===== src/rtl/binary_bbox_overlay.sv =====
// Binary-mask bounding box tracker with perimeter overlay.
// Accumulates the extent of flagged pixels inside a fixed window over one
// frame, commits the box at the next frame boundary, and draws the committed
// (previous-frame) box on the passing video stream with one cycle of latency.
//
// state  | meaning
// -------+-----------------------------------------------------------------
// IDLE   | after reset; pixels ignored until the first frame boundary
// ACCUM  | tracking min/max/count of qualifying pixels in the current frame
// COMMIT | one cycle: publish running box, reload running state
module binary_bbox_overlay #(
  parameter int          WIN_X0     = 31,
  parameter int          WIN_X1     = 449,
  parameter int          WIN_Y0     = 31,
  parameter int          WIN_Y1     = 239,
  parameter int          MIN_PIXELS = 16,
  parameter logic [23:0] BOX_COLOR  = 24'hFF0000
) (
  input  logic        clk,
  input  logic        rst_n,
  input  logic        i_hs,
  input  logic        i_vs,
  input  logic        i_de,
  input  logic [11:0] i_x,
  input  logic [11:0] i_y,
  input  logic [23:0] i_data,
  input  logic        i_flag,
  output logic        o_hs,
  output logic        o_vs,
  output logic        o_de,
  output logic [11:0] o_x,
  output logic [11:0] o_y,
  output logic [23:0] o_data,
  output logic [11:0] box_x_min,
  output logic [11:0] box_x_max,
  output logic [11:0] box_y_min,
  output logic [11:0] box_y_max,
  output logic        box_valid
);

  localparam logic [11:0] X0   = WIN_X0[11:0];
  localparam logic [11:0] X1   = WIN_X1[11:0];
  localparam logic [11:0] Y0   = WIN_Y0[11:0];
  localparam logic [11:0] Y1   = WIN_Y1[11:0];
  localparam logic [19:0] MINP = MIN_PIXELS[19:0];

  typedef enum logic [1:0] {IDLE, ACCUM, COMMIT} state_t;

  state_t      state;
  logic [11:0] run_x_min;
  logic [11:0] run_x_max;
  logic [11:0] run_y_min;
  logic [11:0] run_y_max;
  logic [19:0] run_cnt;

  logic boundary;
  logic qualify;
  logic on_perim;

  // Frame boundary: o_vs already holds i_vs from the previous cycle.
  always_comb begin
    boundary = ~o_vs & i_vs;
    qualify  = i_de & i_flag &
               (i_x >= X0) & (i_x <= X1) &
               (i_y >= Y0) & (i_y <= Y1);
  end

  // Perimeter test against the committed box only.
  always_comb begin
    on_perim = (((i_x == box_x_min) || (i_x == box_x_max)) &&
                (i_y >= box_y_min) && (i_y <= box_y_max)) ||
               (((i_y == box_y_min) || (i_y == box_y_max)) &&
                (i_x >= box_x_min) && (i_x <= box_x_max));
  end

  // Frame sequencing, running extent accumulation and box commit.
  always_ff @(posedge clk or negedge rst_n) begin
    if (!rst_n) begin
      state     <= IDLE;
      run_x_min <= 12'hFFF;
      run_x_max <= 12'h000;
      run_y_min <= 12'hFFF;
      run_y_max <= 12'h000;
      run_cnt   <= 20'd0;
      box_x_min <= 12'h000;
      box_x_max <= 12'h000;
      box_y_min <= 12'h000;
      box_y_max <= 12'h000;
      box_valid <= 1'b0;
    end else begin
      case (state)
        IDLE: begin
          if (boundary) state <= ACCUM;
        end
        ACCUM: begin
          if (qualify) begin
            if (i_x < run_x_min) run_x_min <= i_x;
            if (i_x > run_x_max) run_x_max <= i_x;
            if (i_y < run_y_min) run_y_min <= i_y;
            if (i_y > run_y_max) run_y_max <= i_y;
            if (run_cnt != 20'hFFFFF) run_cnt <= run_cnt + 20'd1;
          end
          if (boundary) state <= COMMIT;
        end
        COMMIT: begin
          box_x_min <= run_x_min;
          box_x_max <= run_x_max;
          box_y_min <= run_y_min;
          box_y_max <= run_y_max;
          box_valid <= (run_cnt >= MINP);
          // A pixel arriving now belongs to the new frame: seed from it.
          if (qualify) begin
            run_x_min <= i_x;
            run_x_max <= i_x;
            run_y_min <= i_y;
            run_y_max <= i_y;
            run_cnt   <= 20'd1;
          end else begin
            run_x_min <= 12'hFFF;
            run_x_max <= 12'h000;
            run_y_min <= 12'hFFF;
            run_y_max <= 12'h000;
            run_cnt   <= 20'd0;
          end
          state <= ACCUM;
        end
        default: state <= IDLE;
      endcase
    end
  end

  // Video pipeline: one-cycle delay of sync/position and overlaid pixel.
  always_ff @(posedge clk or negedge rst_n) begin
    if (!rst_n) begin
      o_hs   <= 1'b0;
      o_vs   <= 1'b0;
      o_de   <= 1'b0;
      o_x    <= 12'h000;
      o_y    <= 12'h000;
      o_data <= 24'h000000;
    end else begin
      o_hs <= i_hs;
      o_vs <= i_vs;
      o_de <= i_de;
      o_x  <= i_x;
      o_y  <= i_y;
      if (!i_de)                      o_data <= 24'h000000;
      else if (box_valid && on_perim) o_data <= BOX_COLOR;
      else                            o_data <= i_data;
    end
  end

endmodule


===== config.mk =====
export PLATFORM = sky130hd
export DESIGN_NAME = binary_bbox_overlay
export DESIGN_NICKNAME = d
export VERILOG_FILES = /design/src/rtl/binary_bbox_overlay.sv
export SDC_FILE = /design/constraint.sdc
export NUM_CORES = 1
export LEC_CHECK = 0
export BUFFER_PORTS_ARGS = -buffer_cell sky130_fd_sc_hd__buf_4
export CORE_AREA = 2 2 171 173
export CTS_BUF_LIST = sky130_fd_sc_hd__clkbuf_16
export CTS_CLUSTER_SIZE = 30
export DETAILED_ROUTE_END_ITERATION = 8
export DIE_AREA = 0 0 173 175
export SLEW_MARGIN = 20
export SYNTH_ARGS = -nofsm -noshare
export SYNTH_HDL_FRONTEND = slang
export SYNTH_SLANG_ARGS = --single-unit

===== constraint.sdc =====
create_clock -name clk -period 2.18 [get_ports clk]
set_input_delay 0.109 -clock clk [delete_from_list [all_inputs] [get_ports clk]]
set_output_delay 0.109 -clock clk [all_outputs]
set_load 0.005 [all_outputs]

==> reports/metrics.csv, run 1 <==
metric,value,unit
outcome,"complete, but fails checks",
failing checks,negative setup slack,
via count,7809,
MaxCap Viol Count,0,
R2R Setup Slk,-0.03,ns
worst r2r path cells,9,
Final Hold Fails,0,
Peak VDD IR,0.678,mV
Max-slew headroom,64.4,%
vias in the first global route,7799,
Worst Path Required,2.49,ns
Max Clk Rate,452,MHz
"Arr. time, crit path",2.52,ns
Critical R2R Launch,box_x_max[10],
Hold Crit Class,in2reg,
"Cell Count, Final, Fillers Out",1609,
RSZ-0062 raised after global routing,true,
CP max FO,12,
M3 GR Usage,3.31,%
Adder-Cell Fraction of Synth Area,13.5,%
footprint of the multi-input gates,0.00465,mm2
DIE AREA,0.0303,mm2
DP Worst Slack,-0.224,ns
Hold Startpoint,i_x[2],
GRT Max-Usage Layer,met2,
syn nets,1057,
total gr overflow,0,
asr flop ratio synth,100,%
gpl congestion,0.843,
Ports,154,
Critical Path End Type,flip-flop,
Hold Slack,0.0229,ns
most instantiated library cell after synthesis,dfrtp_1,
DP HPWL,18.1,mm
predominant post-synthesis flop cell,dfrtp_1,
crit share post-route,102,%
diode count,0,
Gate Count Post-Synth,907,
mux share of post-synthesis cell area,1.13,%
num rows,62,
Clock Skews,0.0136,ns
Min-Delay Endpoint,run_x_min[2],
drt wl/cell,16.4,um
H-tree lvl count,4,
pin count of the biggest net entering global routing,99,
grt met1 use,23.6,%
initial antenna violation count,0,
Synth top area share,40.9,%
clk slew on worst S/H paths,0.07,ns
Area Overhead vs Synth,46.0,%
commonest cells in the netlist,"dfrtp_1, nand2_1, inv_1",
DR pass1 iterations,5,
WS Path Type,reg2reg,
Worst-Margin Slew,0.534,ns
first-pass GRT wire length,41.7,mm
# fillers,2648,
largest family of logic cells by synthesized area,simple AND/OR/NAND/NOR gates,
"flops & latches, synth",170,
endpoints failing setup,15,
Core ar.,0.0284,mm2
Post-Synth Simple-Gate Area,15.7,%
GRT Total Usage,17.3,%
Bufs on Longest Clock Path,2,
Final Critical Period,2.21,ns
post-synthesis cell type count,60,
Worst Hold Depth,3,
Power Dens Cells,1000,mW/mm2
met2 GRT Util,28.0,%
clk sinks,170,
Final TNS setup,-0.341,ns
sequential area share after synthesis,48.0,%
Storage cell area,0.00428,mm2
initial core utilization,31.5,%
YS warnings,0,
Vias/cell,4.85,
R2R Path End,o_data[2],
Skew-Pair Late Insertion Delay,0.44,ns
Leak,6.18,nW
top post-synthesis cells by area,"dfrtp_1, ha_1, dfstp_2",
Netlist Area Pre-Place,0.00893,mm2
placed instance count,1505,
Die Y,175,um
XOR/XNOR Fraction of Synth Area,1.47,%
Synth Area in Compound Gates,14.4,%
DRT iter0 DRCs,460,
Post-synth EDFFs,0,
final setup margin,-0.0338,ns
WL final,26.4,mm
layout net count,1362,
syn avg cell area,9.85,um2
number of CTS-inserted buffers,17,
DRC errors left,0,
CTS tree,done,
Die Width,173,um
antenna-violating nets left,0,
Final Max Slew Viols,0,
layout cell share with drive strength beyond 1,34.4,%
Port Buffers,153,
CTS Root Cell,clkbuf_16,
Startpoint Class,flip-flop,
Yosys top cell by area,dfrtp_1,
==> sequential cells by signal, indices dropped and copies added (netlist names) <==
name       flops
o_data        24
box_x_min     12
run_x_min     12
o_de           1
box_x_max     12
state          2
box_valid      1
box_y_max     12
o_vs           1
run_y_min     12
run_y_max     12
run_cnt       20
o_hs           1
o_x           12
box_y_min     12
o_y           12
run_x_max     12
==> cell families after synthesis <==
family / Yosys count
AO/OA/AOI/OAI: 206
flip-flops: 170
XOR/XNOR: 15
buffers and inverters: 133
AND/OR/NAND/NOR: 277
multiplexers: 10
adder cells (fa/ha/maj): 96
==> worst max-delay path by stage <==
| stage | from | to | slack, ns | cells after the start |
|---|---|---|---|---|
| global route | box_y_min[10] | o_data[12] | -0.15 | 10 |
| CTS | run_y_min[10] | run_y_min[10] | -0.001 | 8 |
| floorplan | box_x_max[11] | o_data[10] | 0.006 | 9 |
| global placement | box_x_max[11] | o_data[6] | -0.19 | 9 |
| finish | box_x_max[10] | o_data[2] | -0.03 | 9 |
| detailed placement | box_x_max[11] | o_data[2] | -0.22 | 9 |
==> power by group <==
group,switching [mW],internal [mW]
combinational,2.68,2.70
sequential,0.577,4.12
clock,1.46,1.53
total,4.72,8.35
==> cell usage in the layout, fill, tap and decap left out, types with 5 or more instances in the layout <==
cell type      count
buf_4            255
dfrtp_1          146
nand2_1          112
inv_1             85
ha_1              73
o21ai_0           63
dlygate4sd3_1     49
a21oi_1           44
nor2_1            37
nand4_1           28
nand3_1           26
dfstp_2           24
ha_4              23
clkbuf_16         19
nor3_1            15
a21o_1            15
inv_2             13
xnor2_1           13
a21oi_2            9
mux2i_1            9
o211ai_1           8
a22o_1             8
nor4_2             8
o22a_1             8
buf_6              7
o21ai_2            6
nand2b_1           6
a21boi_2           6
nor4_1             6
inv_8              6
buf_12             6
nor2b_1            5
and4_1             5
==> through the flow <==
stage / util, % / power (mW) / cell area [um2]
2_1_floorplan: - / 7.09 / 8940
3_3_place_gp: 39.5 / 9.29 / 11200
3_5_place_dp: 39.5 / 9.41 / 11200
4_1_cts: 43.7 / 12.7 / 12400
5_1_grt: 45.9 / 14.1 / 13000
6_report: 45.9 / 13.1 / 13000
==> critical path: stages (launching register included) <==
cell       delay, ns
dfrtp_1         0.40
inv_1           0.08
ha_1            0.31
nand2_1         0.09
o21ai_1         0.08
a2111o_1        0.41
o21ai_2         0.16
a32o_2          0.27
clkbuf_16       0.20
a21oi_1         0.07
==> what timing repair did <==
| item | in CTS | in global routing |
|---|---|---|
| resized for setup | 33 | 76 |
| endpoints found under the hold margin | 104 | 1 |
| setup endpoints to repair | 49 | 71 |
| pin swaps | 8 | 23 |
| setup buffers | 0 | 21 |
| hold buffers | 50 | 1 |
| gates cloned | 0 | 3 |
==> per-layer routing <==
layer | routed length, um | part of all wire (%)
met1 | 12500 | 47
met2 | 12600 | 48
met3 | 984 | 3.7
met4 | 397 | 1.5
met5 | 0 | 0
==> layout make-up <==
class / instances / area share, %
Multi-Input combinational cell: 604 / 35.7
Clock inverter: 15 / 1.20
Inverter: 98 / 2.82
Sequential cell: 170 / 32.9
Clock buffer: 17 / 3.26
Tap cell: 384 / 3.68
Timing Repair Buffer: 321 / 20.5
(Power assumes the default switching activity.)
==> run 2: changes to the inputs <==
--- a/config.mk
+++ b/config.mk
@@ -5,12 +5,13 @@
 export SDC_FILE = /design/constraint.sdc
 export NUM_CORES = 1
 export LEC_CHECK = 0
+export ABC_AREA = 1
 export BUFFER_PORTS_ARGS = -buffer_cell sky130_fd_sc_hd__buf_4
-export CORE_AREA = 2 2 171 173
+export CORE_AREA = 2 2 175 177
 export CTS_BUF_LIST = sky130_fd_sc_hd__clkbuf_16
 export CTS_CLUSTER_SIZE = 30
 export DETAILED_ROUTE_END_ITERATION = 8
-export DIE_AREA = 0 0 173 175
+export DIE_AREA = 0 0 177 179
 export SLEW_MARGIN = 20
 export SYNTH_ARGS = -nofsm -noshare
 export SYNTH_HDL_FRONTEND = slang
==> run 2 against run 1 <==
Effect of this change:
- the flow now finishes without violations
- clock-buffer cell count did not move
- cell area down 6.4%
- via count rose by 0.18%
- sequential share of layout area rose by 2.3 points
- area after synthesis rose by 5.3%
- first-iteration DRC count grew 9.6%
- clock skew up 0.0038 ns
- worst hold slack better by 0.17 ns
- largest cell class unchanged
==> reports/metrics.csv, run 2 <==
metric,value,unit,change
outcome,finished clean,,"was complete, but fails checks"
post-synthesis cell type count,36,,was 60
Largest regs,"o_data (24), run_cnt (20)",,unchanged
R2R Path End,o_data[1],,was o_data[2]
Critical-path top delay cell,dfrtp_1,,was a2111o_1
via count,7823,,"was 7,809"
predominant post-synthesis flop cell,dfrtp_1,,unchanged
YS warnings,0,,unchanged
H-tree lvl count,4,,unchanged
sequential area share after synthesis,45.6,%,was 48.0%
Worst Path Required,2.50,ns,was 2.49 ns
Clock Skews,0.0174,ns,was 0.0136 ns
Final Critical Period,2.03,ns,was 2.21 ns
"Arr. time, crit path",2.35,ns,was 2.52 ns
layout cell share with drive strength beyond 1,21.3,%,was 34.4%
Die Y,179,um,was 175 um
Power Dens Cells,1100,mW/mm2,was 1000 mW/mm2
Port Buffers,153,,unchanged
"Critical Path, Cell by Cell",inv_1 > ha_1 > nand2_1 > nor2_1 > and2_1 > nand2_1 > nand3_1 > nand3_1 > nand2_1 > nand2_1 > nand2_1 > buf_12 > nor2_1,,was inv_1 > ha_1 > nand2_1 > o21ai_1 > a2111o_1 > o21ai_2 > a32o_2 > clkbuf_16 > a21oi_1
CTS tree,done,,unchanged
drt wl/cell,14.1,um,was 16.4 um
MaxCap Viol Count,0,,unchanged
register with the highest flop count,o_data,,unchanged
commonest cells in the netlist,"nand2_1, inv_1, dfrtp_1",,"was dfrtp_1, nand2_1, inv_1"
diode count,0,,unchanged
R2R Setup Slk,0.15,ns,was -0.03 ns
vias in the first global route,7715,,"was 7,799"
DRC errors left,0,,unchanged
max incr delay on CP,0.36,ns,was 0.41 ns
initial antenna violation count,0,,unchanged
crit share post-route,93.1,%,was 102%
top post-synthesis cells by area,"dfrtp_1, ha_1, nand2_1",,"was dfrtp_1, ha_1, dfstp_2"
Ports,154,,unchanged
# fillers,3005,,"was 2,648"
gpl congestion,0.862,,was 0.843
Startpoint Class,flip-flop,,unchanged
CP max FO,16,,was 12
Netlist Area Pre-Place,0.00940,mm2,was 0.00893 mm2
Area Overhead vs Synth,29.8,%,was 46.0%
syn avg cell area,8.43,um2,was 9.85 um2
DIE AREA,0.0317,mm2,was 0.0303 mm2
"commonest cells after routing, fill and taps aside","nand2_1, inv_1, buf_4, dfrtp_1, ha_1",,"was buf_4, dfrtp_1, nand2_1, inv_1, ha_1"
Tot Pwr,13.4,mW,was 13.1 mW
worst r2r path cells,13,,was 9
DR pass1 iterations,5,,unchanged
Max Clk Rate,493,MHz,was 452 MHz
total gr overflow,0,,unchanged
Synth top area share,38.9,%,was 40.9%
Leak,6.24,nW,was 6.18 nW
Core ar.,0.0300,mm2,was 0.0284 mm2
num rows,64,,was 62
WS Path Type,reg2reg,,unchanged
clk slew on worst S/H paths,0.07,ns,about the same
Die Width,177,um,was 173 um
Gate Count Post-Synth,1115,,was 907
Vias/cell,4.50,,was 4.85
syn nets,1265,,"was 1,057"
final core occ,40.6,%,was 45.9%
Worst path most repeated cell,nand2_1,,
Skew-Pair Late Insertion Delay,0.44,ns,about the same
layout net count,1478,,"was 1,362"
Setup Buffers After CTS,0,,unchanged
antenna-violating nets left,0,,unchanged
initial core utilization,31.3,%,was 31.5%
Final Hold Fails,0,,unchanged
Hold Crit Class,in2async,,was in2reg
CP Depth,13,,was 9
CP startpoint,box_x_min[7],,was box_x_max[10]
"flops & latches, synth",170,,unchanged
most instantiated library cell after synthesis,nand2_1,,was dfrtp_1
GRT Total Usage,16.0,%,was 17.3%
DP HPWL,17.5,mm,was 18.1 mm
Peak VDD IR,0.530,mV,was 0.678 mV
clk sinks,170,,unchanged
"commonest non-fill, non-tap cell in the layout",nand2_1,,was buf_4
number of CTS-inserted buffers,17,,unchanged
max FFs per register,24,,unchanged
family with the most delay on the worst path,simple AND/OR/NAND/NOR gates,,was compound AO/OA/AOI/OAI gates
CP endpoint,o_data[1],,was o_data[2]
first-pass GRT wire length,39.7,mm,was 41.7 mm
Worst Path Buf+Inv,2,,unchanged
Final Max Slew Viols,0,,unchanged
Critical Path End Type,flip-flop,,unchanged
WL final,24.5,mm,was 26.4 mm
Bufs on Longest Clock Path,2,,unchanged
pin count of the biggest net entering global routing,104,,was 99
Worst-Margin Slew,0.522,ns,was 0.534 ns
asr flop ratio synth,100,%,unchanged
Yosys top cell by area,dfrtp_1,,unchanged
DRT iter0 DRCs,504,,was 460
Post-synth EDFFs,0,,unchanged
CTS Root Cell,clkbuf_16,,unchanged
Max-slew headroom,65.2,%,was 64.4%
Critical R2R Launch,box_x_min[7],,was box_x_max[10]
endpoints failing setup,0,,was 15
-- run 2: area by class of cell --
| type | instances | area, um2 | share of cell area [%] |
|---|---|---|---|
| clock inverters | 15 | 145 | 1.19 |
| repair buffers | 218 | 1860 | 15.2 |
| clock buffers | 17 | 425 | 3.49 |
| well taps | 396 | 495 | 4.06 |
| multi-input cells | 742 | 4320 | 35.4 |
| inverters | 179 | 677 | 5.55 |
| flip-flops and latches | 170 | 4280 | 35.1 |
-- run 2: per-stage QoR --
step	hold slack [ns]	setup slack, ns	area (um2)	TNS [ns]	cells
after floorplan	-0.187	0.334	9400	0	1115
after global placement	0.102	0.0848	11100	0	1653
after detailed placement	0.101	0.0679	11100	0	1653
after CTS	0.200	0.0441	12200	0	1737
after global routing	0.249	-0.00704	12200	-0.0112	1737
final	0.196	0.151	12200	0	1737
-- run 2: worst min path at each step --
stage                 endpoint  slack, ns
floorplan            box_valid      -0.19
global placement    o_data[11]       0.10
detailed placement  o_data[11]       0.10
CTS                  o_data[9]       0.20
global route        o_data[11]       0.25
finish               o_data[9]       0.20
-- run 2: logic make-up (layout without fill, tap and decap cells) --
kind of cell	count (synthesis)	count (layout)	synth area share, %
AO/OA/AOI/OAI	143	143	9.01
XOR/XNOR	17	17	1.58
adder cells (fa/ha/maj)	96	96	12.8
buffers and inverters	203	429	8.97
flip-flops	170	170	45.6
AND/OR/NAND/NOR	486	486	22.1
-- run 2: where the power goes --
| group | internal (mW) | switching (mW) | total (mW) | leakage [nW] |
|---|---|---|---|---|
| clock | 1.60 | 1.39 | 2.99 | 0.275 |
| sequential | 4.24 | 0.700 | 4.94 | 2.12 |
| combinational | 2.31 | 3.16 | 5.48 | 3.85 |
| total | 8.15 | 5.25 | 13.4 | 6.24 |
-- run 2: per-layer routing --
layer  GRT usage [%]  vias up  wire length (um)
li1                -     3947                 -
met1            21.3     3690             11300
met2            26.4      160             11700
met3            2.97       26               996
met4            5.10        0               462
met5               0        -                 0
-- run 2: timing repair --
action	4_1_cts	5_1_grt
endpoints found under the hold margin	107	0
endpoints found under the setup margin	0	50
hold buffers	52	0
gates resized for setup	0	12
==> run 3: changes to the inputs <==
==> constraint.sdc (replaced) <==
create_clock -name clk -period 2.18 [get_ports clk]
set_input_delay 0.436 -clock clk [delete_from_list [all_inputs] [get_ports clk]]
set_output_delay 0.436 -clock clk [all_outputs]
set_load 0.005 [all_outputs]
==> run 3 against run 2 <==
Effect of this change:
- global-route usage is 0.15 points higher
- via count stayed put
- sequential share of layout area is 0.16 points higher
- setup slack worse by 0.011 ns
- core utilization is 0.18 points lower
- worst hold slack worse by 0.089 ns
- die area stayed put
- critical endpoint is now o_data[7]
- clock power is 20% higher
- routed wire length is 1.4% higher
==> reports/metrics.csv, run 3 (same netlist as run 2, synthesis figures left out) <==
metric,value,unit,change
max incr delay on CP,0.36,ns,about the same
family with the most delay on the worst path,simple AND/OR/NAND/NOR gates,,unchanged
R2R Setup Slk,0.14,ns,was 0.15 ns
worst r2r path cells,13,,unchanged
Tot Pwr,14.1,mW,was 13.4 mW
clk sinks,170,,unchanged
Skew-Pair Late Insertion Delay,0.44,ns,about the same
diode count,0,,unchanged
Peak VDD IR,0.510,mV,was 0.530 mV
Die Y,179,um,unchanged
Port Buffers,153,,unchanged
final setup margin,0.139,ns,was 0.151 ns
Leak,6.30,nW,was 6.24 nW
"commonest cells after routing, fill and taps aside","nand2_1, buf_4, inv_1, dfrtp_1, ha_1",,"was nand2_1, inv_1, buf_4, dfrtp_1, ha_1"
DP HPWL,19.0,mm,was 17.5 mm
placed instance count,1690,,"was 1,653"
max FFs per register,24,,unchanged
CP startpoint,box_x_min[7],,unchanged
Core ar.,0.0300,mm2,unchanged
DRC errors left,0,,unchanged
Max Clk Rate,490,MHz,was 493 MHz
H-tree lvl count,4,,unchanged
Critical R2R Launch,box_x_min[7],,unchanged
vias in the first global route,7554,,"was 7,715"
total gr overflow,0,,unchanged
footprint of the multi-input gates,0.00433,mm2,was 0.00432 mm2
DIE AREA,0.0317,mm2,unchanged
Setup Buffers After CTS,0,,unchanged
Power Dens Cells,1160,mW/mm2,was 1100 mW/mm2
GRT Total Usage,16.2,%,was 16.0%
WL final,24.8,mm,was 24.5 mm
endpoints failing setup,0,,unchanged
"Arr. time, crit path",2.37,ns,was 2.35 ns
via count,7823,,unchanged
initial antenna violation count,0,,unchanged
outcome,finished clean,,unchanged
WS Path Type,reg2reg,,unchanged
pin count of the biggest net entering global routing,77,,was 104
Worst Path Required,2.51,ns,was 2.50 ns
first-pass GRT wire length,39.9,mm,was 39.7 mm
Clock Skews,0.0153,ns,was 0.0174 ns
num rows,64,,unchanged
initial core utilization,31.3,%,unchanged
Max-slew headroom,61.4,%,was 65.2%
Final TNS setup,0,ns,unchanged
Worst-Margin Slew,0.578,ns,was 0.522 ns
number of CTS-inserted buffers,17,,unchanged
CTS tree,done,,unchanged
Die Width,177,um,unchanged
Final Hold Fails,0,,unchanged
Final Max Slew Viols,0,,unchanged
Vias/cell,4.54,,was 4.50
CTS Root Cell,clkbuf_16,,unchanged
Area Overhead vs Synth,29.2,%,was 29.8%
gpl congestion,0.894,,was 0.862
Critical-path top delay cell,dfrtp_1,,unchanged
Largest regs,"o_data (24), run_cnt (20)",,unchanged
DP Worst Slack,-0.0791,ns,was 0.0679 ns
CP max FO,8,,was 16
Ports,154,,unchanged
RSZ-0062 raised after global routing,true,,
Critical Path End Type,flip-flop,,unchanged
drt wl/cell,14.4,um,was 14.1 um
register with the highest flop count,o_data,,unchanged
clk slew on worst S/H paths,0.07,ns,about the same
# fillers,3047,,"was 3,005"
CP Depth,13,,unchanged
"Critical Path, Cell by Cell",inv_1 > ha_1 > nand2_1 > nor2_2 > and2_1 > nand2_1 > nand3_1 > nand3_2 > nand2_2 > nand2_1 > nand2_2 > clkbuf_16 > nor2_1,,was inv_1 > ha_1 > nand2_1 > nor2_1 > and2_1 > nand2_1 > nand3_1 > nand3_1 > nand2_1 > nand2_1 > nand2_1 > buf_12 > nor2_1
Final Critical Period,2.04,ns,was 2.03 ns
DR pass1 iterations,5,,unchanged
Startpoint Class,flip-flop,,unchanged
Worst Path Buf+Inv,2,,unchanged
DRT iter0 DRCs,469,,was 504
Worst path most repeated cell,nand2_1,,unchanged
final core occ,40.5,%,was 40.6%
"Cell Count, Final, Fillers Out",1724,,"was 1,737"
layout cell share with drive strength beyond 1,24.6,%,was 21.3%
Bufs on Longest Clock Path,2,,unchanged
MaxCap Viol Count,0,,unchanged
crit share post-route,93.6,%,was 93.1%
layout net count,1465,,"was 1,478"
antenna-violating nets left,0,,unchanged
R2R Path End,o_data[7],,was o_data[1]
Storage cell area,0.00428,mm2,unchanged
Hold Crit Class,in2reg,,was in2async
CP endpoint,o_data[7],,was o_data[1]
"commonest non-fill, non-tap cell in the layout",nand2_1,,unchanged
-- run 3: worst register-to-register path, cell delays in order, from the launching register on --
cell	delay (ns)
dfrtp_1	0.36
inv_1	0.06
ha_1	0.28
nand2_1	0.08
nor2_2	0.20
and2_1	0.17
nand2_1	0.06
nand3_1	0.13
nand3_2	0.11
nand2_2	0.09
nand2_1	0.06
nand2_2	0.12
clkbuf_16	0.16
nor2_1	0.04
-- run 3: how the worst min path moves through the flow --
stage | from | endpoint | cells after the start
after global routing | i_hs | o_hs | 1
after floorplan | rst_n | box_valid | 0
final | i_hs | o_hs | 1
after detailed placement | rst_n | o_data[10] | 1
after CTS | i_hs | o_hs | 1
after global placement | rst_n | o_data[11] | 1
-- run 3: what timing repair did --
action / CTS / global route
hold buffers: 1 / 0
gates resized for setup: 0 / 12
endpoints found under the setup margin: 0 / 37
endpoints found under the hold margin: 32 / 0
-- run 3: layout make-up --
class	count	share of cell area (%)
Multi-Input combinational cell	742	35.6
Sequential cell	170	35.3
Timing Repair Buffer	205	13.8
Inverter	179	5.57
Tap cell	396	4.08
Clock buffer	17	3.50
Clock inverter	15	2.17
-- run 3: layer usage --
| layer | share of wire [%] | vias up | GRT usage (%) |
|---|---|---|---|
| li1 | - | 3931 | - |
| met1 | 46 | 3691 | 21.6 |
| met2 | 48 | 174 | 26.5 |
| met3 | 4.7 | 27 | 3.01 |
| met4 | 2.1 | 0 | 5.30 |
| met5 | 0 | - | 0 |
-- run 3: per-stage QoR --
stage                     hold WS (ns)  cell area [um2]
after floorplan                  0.140             9400
after global placement           0.434            11400
after detailed placement         0.424            11400
after CTS                       0.0861            12100
after global routing            0.0894            12100
final                            0.107            12100
-- run 3: report_power, final --
| part | internal (mW) | leakage, nW | switching, mW |
|---|---|---|---|
| Combinational | 2.41 | 3.84 | 3.19 |
| Clock | 2.18 | 0.335 | 1.40 |
| Sequential | 4.24 | 2.12 | 0.719 |
